$ cat src/rtl/key_entry_controller.sv
// ---------------------------------------------------------------------------
// key_entry_controller
//
// Purpose:
//   Consumes key codes from the keypad scanner, builds a signed decimal
//   operand digit by digit and hands {operand, opcode} to the calculator
//   datapath.
//
// Ports:
//   Clock         in   system clock, rising edge
//   Reset         in   asynchronous, active-low reset
//   RowColVector  in   [3:0] scanner key code; key = {RowColVector[1:0], RowColVector[3:2]}
//   KeyRdy        in   scanner has a key (held until KeyRd is seen)
//   KeyRd         out  one-cycle acknowledge, the cycle after capture
//   Operand       out  [WIDTH-1:0] live entry value, two's complement
//   DigitCount    out  [2:0] digits entered in the current operand
//   OpValid       out  emitted operation pending
//   OpReady       in   datapath accepts the pending operation
//   OpOperand     out  [WIDTH-1:0] operand of the emitted operation
//   OpCode        out  [1:0] 00 add, 01 sub, 10 equals
//   EntryErr      out  one-cycle pulse when a digit is rejected
//
// Key map: 0-9 digit, A add, B sub, C sign toggle, D backspace, E equals,
//          F clear.
//
// Handshakes: a key is captured on a rising edge where the FSM is idle,
//   KeyRdy=1 and no operation is pending (OpValid=0). An emitted operation
//   holds OpValid/OpOperand/OpCode stable until an edge with OpReady=1.
//
// Build option: define KEY_BACKSPACE_EN to make key D a backspace
//   (magnitude/10). Without it, D is acknowledged and otherwise ignored.
// ---------------------------------------------------------------------------
module key_entry_controller #(
    parameter int WIDTH      = 16,
    parameter int MAX_DIGITS = 5
) (
    input  logic             Clock,
    input  logic             Reset,
    input  logic [3:0]       RowColVector,
    input  logic             KeyRdy,
    output logic             KeyRd,
    output logic [WIDTH-1:0] Operand,
    output logic [2:0]       DigitCount,
    output logic             OpValid,
    input  logic             OpReady,
    output logic [WIDTH-1:0] OpOperand,
    output logic [1:0]       OpCode,
    output logic             EntryErr
);

    // Accumulator is 4 bits wider so magnitude*10+9 never wraps before the
    // range compare.
    localparam int            PW          = WIDTH + 4;
    localparam logic [PW-1:0] MAG_LIMIT   = PW'((2 ** (WIDTH - 1)) - 1);
    localparam logic [2:0]    DIGIT_LIMIT = 3'(MAX_DIGITS);

    typedef enum logic [1:0] {
        S_IDLE     = 2'd0,
        S_ACK      = 2'd1,
        S_WAIT_LOW = 2'd2
    } state_t;

    state_t           state;
    state_t           state_nxt;
    logic [3:0]       key_idx;
    logic             capture;
    logic [WIDTH-1:0] magnitude;
    logic [WIDTH-1:0] mag_nxt;
    logic             sign;
    logic             sign_nxt;
    logic [2:0]       cnt_nxt;
    logic             err_nxt;
    logic             emit;
    logic [1:0]       code_nxt;
    logic [PW-1:0]    accum;
    logic [WIDTH-1:0] operand_nxt;

    assign key_idx = {RowColVector[1:0], RowColVector[3:2]};
    // A pending operation stalls the scanner; the release edge itself
    // cannot capture because OpValid is still 1 there.
    assign capture = (state == S_IDLE) && KeyRdy && !OpValid;

    // ---------------- FSM: state register ----------------
    always_ff @(posedge Clock or negedge Reset) begin
        if (!Reset) begin
            state <= S_IDLE;
        end else begin
            state <= state_nxt;
        end
    end

    // ---------------- FSM: next state ----------------
    always_comb begin
        state_nxt = state;
        case (state)
            S_IDLE:     if (capture) state_nxt = S_ACK;
            S_ACK:      state_nxt = S_WAIT_LOW;
            // Wait for the scanner to drop KeyRdy so one press is one capture.
            S_WAIT_LOW: if (!KeyRdy) state_nxt = S_IDLE;
            default:    state_nxt = S_IDLE;
        endcase
    end

    // ---------------- FSM: outputs ----------------
    always_comb begin
        KeyRd = (state == S_ACK);
    end

    // ---------------- Key decode / entry datapath ----------------
    always_comb begin
        mag_nxt  = magnitude;
        sign_nxt = sign;
        cnt_nxt  = DigitCount;
        err_nxt  = 1'b0;
        emit     = 1'b0;
        code_nxt = 2'b00;
        accum    = PW'(magnitude) * PW'(10) + PW'(key_idx);
        if (capture) begin
            case (key_idx)
                4'hA: begin emit = 1'b1; code_nxt = 2'b00; end
                4'hB: begin emit = 1'b1; code_nxt = 2'b01; end
                4'hE: begin emit = 1'b1; code_nxt = 2'b10; end
                4'hC: sign_nxt = ~sign;
                4'hD: begin
`ifdef KEY_BACKSPACE_EN
                    mag_nxt = magnitude / WIDTH'(10);
                    cnt_nxt = (DigitCount == 3'd0) ? 3'd0 : DigitCount - 3'd1;
                    if (mag_nxt == '0) sign_nxt = 1'b0;
`else
                    // Acknowledged only.
`endif
                end
                4'hF: begin
                    mag_nxt  = '0;
                    sign_nxt = 1'b0;
                    cnt_nxt  = 3'd0;
                end
                default: begin
                    // Digits 0-9.
                    if ((DigitCount == DIGIT_LIMIT) || (accum > MAG_LIMIT)) begin
                        err_nxt = 1'b1;
                    end else if ((magnitude != '0) || (key_idx != 4'd0)) begin
                        // A leading zero leaves both value and count alone.
                        mag_nxt = accum[WIDTH-1:0];
                        cnt_nxt = DigitCount + 3'd1;
                    end
                end
            endcase
            if (emit) begin
                mag_nxt  = '0;
                sign_nxt = 1'b0;
                cnt_nxt  = 3'd0;
            end
        end
        // Negating zero yields zero, so a toggled sign on 0 still shows 0.
        operand_nxt = sign_nxt ? (-mag_nxt) : mag_nxt;
    end

    always_ff @(posedge Clock or negedge Reset) begin
        if (!Reset) begin
            magnitude  <= '0;
            sign       <= 1'b0;
            DigitCount <= 3'd0;
            Operand    <= '0;
            EntryErr   <= 1'b0;
            OpValid    <= 1'b0;
            OpOperand  <= '0;
            OpCode     <= 2'b00;
        end else begin
            magnitude  <= mag_nxt;
            sign       <= sign_nxt;
            DigitCount <= cnt_nxt;
            Operand    <= operand_nxt;
            EntryErr   <= err_nxt;
            if (emit) begin
                // Operand still holds the value shown before this key.
                OpValid   <= 1'b1;
                OpOperand <= Operand;
                OpCode    <= code_nxt;
            end else if (OpValid && OpReady) begin
                OpValid <= 1'b0;
            end
        end
    end

endmodule

$ cat config.mk
export PLATFORM = sky130hd
export DESIGN_NAME = key_entry_controller
export DESIGN_NICKNAME = d
export VERILOG_FILES = /design/src/rtl/key_entry_controller.sv
export SDC_FILE = /design/constraint.sdc
export NUM_CORES = 1
export LEC_CHECK = 0
export BUFFER_PORTS_ARGS = -buffer_cell sky130_fd_sc_hd__buf_2
export CAP_MARGIN = 20
export CORE_UTILIZATION = 55
export DETAILED_ROUTE_END_ITERATION = 12
export PLACE_DENSITY_LB_ADDON = 0.2
export SYNTH_ARGS = -nofsm -noshare
export SYNTH_HDL_FRONTEND = slang
export SYNTH_SLANG_ARGS = --single-unit
$ cat constraint.sdc
create_clock -name Clock -period 14.5 [get_ports Clock]
set_input_delay 2.9 -clock Clock [delete_from_list [all_inputs] [get_ports Clock]]
set_output_delay 2.9 -clock Clock [all_outputs]
set_load 0.02 [all_outputs]
==> run_results.csv <==
group,metric,value,unit
clocking,ctsHoldBuffers,0,
critical_path,critical_path_class,"input port to register",
floorplan,rows,31,
sta,fin_crit,6.84,ns
detailed_routing,dr.pass1.iters,5,
synth,ys_async_sr_fraction,100,%
pwr,power.leakage,2.17,nW
job,max-cap-violations,0,
critical_path,rrSetupSlack,8.51,ns
sta,setup_viol,0,
synth,synth_seq_area_share,32.9,%
floorplan,die_w,90.7,microns
sta,max_slew_margin,33.6,%
sta,max_freq,146,MHz
clocking,cts.htree.levels,3,
critical_path,cpMostUsedCell,"ha_1",
global_route,grt_pass1_wl,17400,microns
critical_path,reg2regPathDepth,18,
clocking,clockBufferDepth,2,
floorplan,die_area,8230,sq um
detailed_routing,antenna_left,0,
synth,netlist_area,4330,sq um
critical_path,cp.arrival,7.09,ns
floorplan,start_util,58.1,%
synth,synth_cell_types,79,
detailed_routing,avgRoutedWirePerCell,17.8,microns
critical_path,critPathMaxStageDelay,0.45,ns
critical_path,cp-start-kind,"input port",
placement,place_area,4610,sq um
status,status,"completed",
sta,drv_slew,0,
floorplan,io_pins,48,
detailed_routing,finalWirelength,10500,microns
pwr,total_power,1.19,mW
global_route,grt_start_max_net_pins,58,
synth,synth_nets,488,
synth,syn_inst,444,
sta,tightest_slew,0.971,ns
synth,synth-edff-count,0,
pwr,power_density,247,nW/um^2
clocking,root_buffer,"clkbuf_8",
sta,setup-tns-final,0,ns
critical_path,cp-end-kind,"register",
clocking,cts_tree,"done",
sta,period_share,47.1,%
global_route,antenna_found_initial,0,
detailed_routing,via_per_inst,6.30,
global_route,grt_overflow_total,0,
detailed_routing,vias,3704,
critical_path,crit_chain,"buf_2 -> ha_1 -> a21o_1 -> a21oi_1 -> or2_0 -> or3_1 -> or3_4 -> o31ai_4 -> o211ai_2 -> a32oi_2 -> ha_1 -> inv_1 -> a311oi_4 -> nand4_2 -> o41ai_2 -> xnor2_1",
synth,synth_seq_cells,57,
pwr,irDropWorstVdd,165,uV
global_route,grt.total_usage,26.8,%
final_layout,finalNetCount,528,
critical_path,endpoint,"Operand[14]",
synth,yosysWarnings,0,
final_layout,area_growth_syn_to_layout,11.1,%
final_layout,fill_cells,658,
floorplan,coreArea,7450,sq um
placement,port_buffers,47,
sta,skew,0.00886,ns
placement,gp_congestion,0.940,
synth,synth_ff_type,"dfrtp_1",
hold_path,holdCritPathClass,"register to register",
clocking,cts_setup_buffers,0,
global_route,grt_pass1_vias,3505,
clocking,cts_buffers,9,
critical_path,critPathRequiredTime,14.76,ns
detailed_routing,drt-initial-drc-count,335,
critical_path,cp_slowest_cell,"a32oi_2",
sta,hold_viol,0,
final_layout,antenna_cells,0,
floorplan,die_y,90.7,microns
critical_path,r2r-end,"Operand[14]",
synth,synth_area_per_cell,9.75,sq um
clocking,cts_sinks,57,
critical_path,crit_start,"RowColVector[0]",
sta,rsz0062_at_grt,"false",
detailed_routing,drc_errors,0,
clocking,clock_latency,0.34,ns
clocking,ctsResizeCount,0,
critical_path,r2r-start,"magnitude[1]",
clocking,clkTransAtPathRegs,0.06,ns
final_layout,utilization,64.6,%
placement,hpwlAfterDp,7920,microns
final_layout,layout-drive-gt1-share,22.7,%
critical_path,worstPathMaxFanout,12,
final_layout,final_cell_area,4810,sq um
[cell usage after synthesis, types with 3 or more instances]
master / count / share of area, %
nand3b_1: 3 / 0.52
xnor2_1: 27 / 5.5
a21oi_1: 20 / 2.3
nor4_1: 6 / 0.87
inv_1: 15 / 1.3
ha_1: 34 / 9.8
nand3_1: 13 / 1.5
o41ai_2: 3 / 1.1
nor2_1: 30 / 2.6
mux2_2: 16 / 4.2
buf_2: 4 / 0.46
or3_1: 3 / 0.43
dfrtp_1: 57 / 33
a31oi_1: 4 / 0.58
a32oi_2: 3 / 1.1
and2_1: 11 / 1.6
or2_2: 5 / 0.72
a2111oi_0: 4 / 0.81
o211ai_1: 5 / 0.87
o21a_1: 5 / 0.87
o2bb2ai_1: 3 / 0.61
and3_1: 6 / 0.87
a21o_1: 8 / 1.4
nand4_1: 4 / 0.58
o21ai_0: 23 / 2.7
clkbuf_1: 12 / 1.0
nand2_1: 29 / 2.5
xor2_1: 9 / 1.8
nor3_1: 5 / 0.58
o211ai_2: 3 / 0.87
nor2b_1: 7 / 1.0
and4_1: 3 / 0.61
or4_1: 3 / 0.52
[flip-flops by register name (all words and copies together) (netlist names)]
register / count
magnitude: 16
DigitCount: 3
OpOperand: 16
sign: 1
OpCode: 2
state: 2
Operand: 15
OpValid: 1
EntryErr: 1
[layer usage]
metal | up-vias | global-route usage [%] | share of wire [%]
li1 | 1733 | - | -
met1 | 1794 | 37.5 | 45
met2 | 158 | 42.6 | 47
met3 | 19 | 6.06 | 7.2
met4 | 0 | 5.65 | 1.2
met5 | - | 0 | 0
[stage by stage]
step | setup WS (ns) | hold slack, ns | instances
2_1_floorplan | 8.07 | 0.494 | 444
3_3_place_gp | 7.55 | 0.481 | 572
3_5_place_dp | 7.37 | 0.487 | 572
4_1_cts | 7.70 | 0.502 | 588
5_1_grt | 7.38 | 0.511 | 588
6_report | 7.66 | 0.498 | 588
[layout make-up]
| cell class | instances | area, sq um | share of cell area [%] |
|---|---|---|---|
| clock inverters | 5 | 55.1 | 1.14 |
| inverters | 16 | 60.1 | 1.25 |
| flip-flops and latches | 57 | 1430 | 29.7 |
| clock buffers | 11 | 141 | 2.94 |
| repair buffers | 49 | 250 | 5.20 |
| multi-input cells | 351 | 2750 | 57.2 |
| well taps | 99 | 124 | 2.58 |
[cell families after synthesis]
| logic type | count (synthesis) | synth area share, % |
|---|---|---|
| compound gates | 119 | 22.9 |
| flops | 57 | 32.9 |
| mux | 17 | 4.39 |
| xor+xnor | 37 | 7.66 |
| fa+ha+maj | 36 | 10.7 |
| simple gates | 142 | 17.8 |
| buf+inv | 36 | 3.50 |
[power by group]
| part | switching [mW] | total [mW] | leakage (nW) | internal (mW) |
|---|---|---|---|---|
| clock | 0.0614 | 0.145 | 0.0953 | 0.0833 |
| sequential | 0.0588 | 0.292 | 0.697 | 0.233 |
| combinational | 0.461 | 0.754 | 1.38 | 0.293 |
| total | 0.582 | 1.19 | 2.17 | 0.609 |
[worst min path at each step]
stage                  start            end  slack (ns)  cells after the start
4_1_cts        OpOperand[15]  OpOperand[15]        0.50                      1
3_5_place_dp   OpOperand[12]  OpOperand[12]        0.49                      1
2_1_floorplan       state[0]       state[0]        0.49                      1
6_report         Operand[15]  OpOperand[15]        0.50                      1
3_3_place_gp    OpOperand[2]   OpOperand[2]        0.48                      1
5_1_grt        OpOperand[12]  OpOperand[12]        0.51                      1
[cell usage in the layout (no fill, tap or decap), types with 4 or more instances in the layout]
cell / instances
dfrtp_1: 57
buf_2: 47
ha_1: 34
nor2_1: 30
nand2_1: 29
xnor2_1: 27
o21ai_0: 23
a21oi_1: 20
mux2_2: 16
inv_1: 15
nand3_1: 13
and2_1: 11
clkbuf_8: 10
xor2_1: 9
a21o_1: 8
nor2b_1: 7
and3_1: 6
nor4_1: 6
o211ai_1: 5
o21a_1: 5
nor3_1: 5
or2_2: 5
nand4_1: 4
a2111oi_0: 4
a31oi_1: 4
[critical path, delay by kind of cell]
family / cells / cell delay [ns]
AO/OA/AOI/OAI: 7 / 2.00
AND/OR/NAND/NOR: 4 / 1.24
adder cells (fa/ha/maj): 2 / 0.54
buffers and inverters: 2 / 0.24
XOR/XNOR: 1 / 0.16
(Power assumes the default switching activity.)
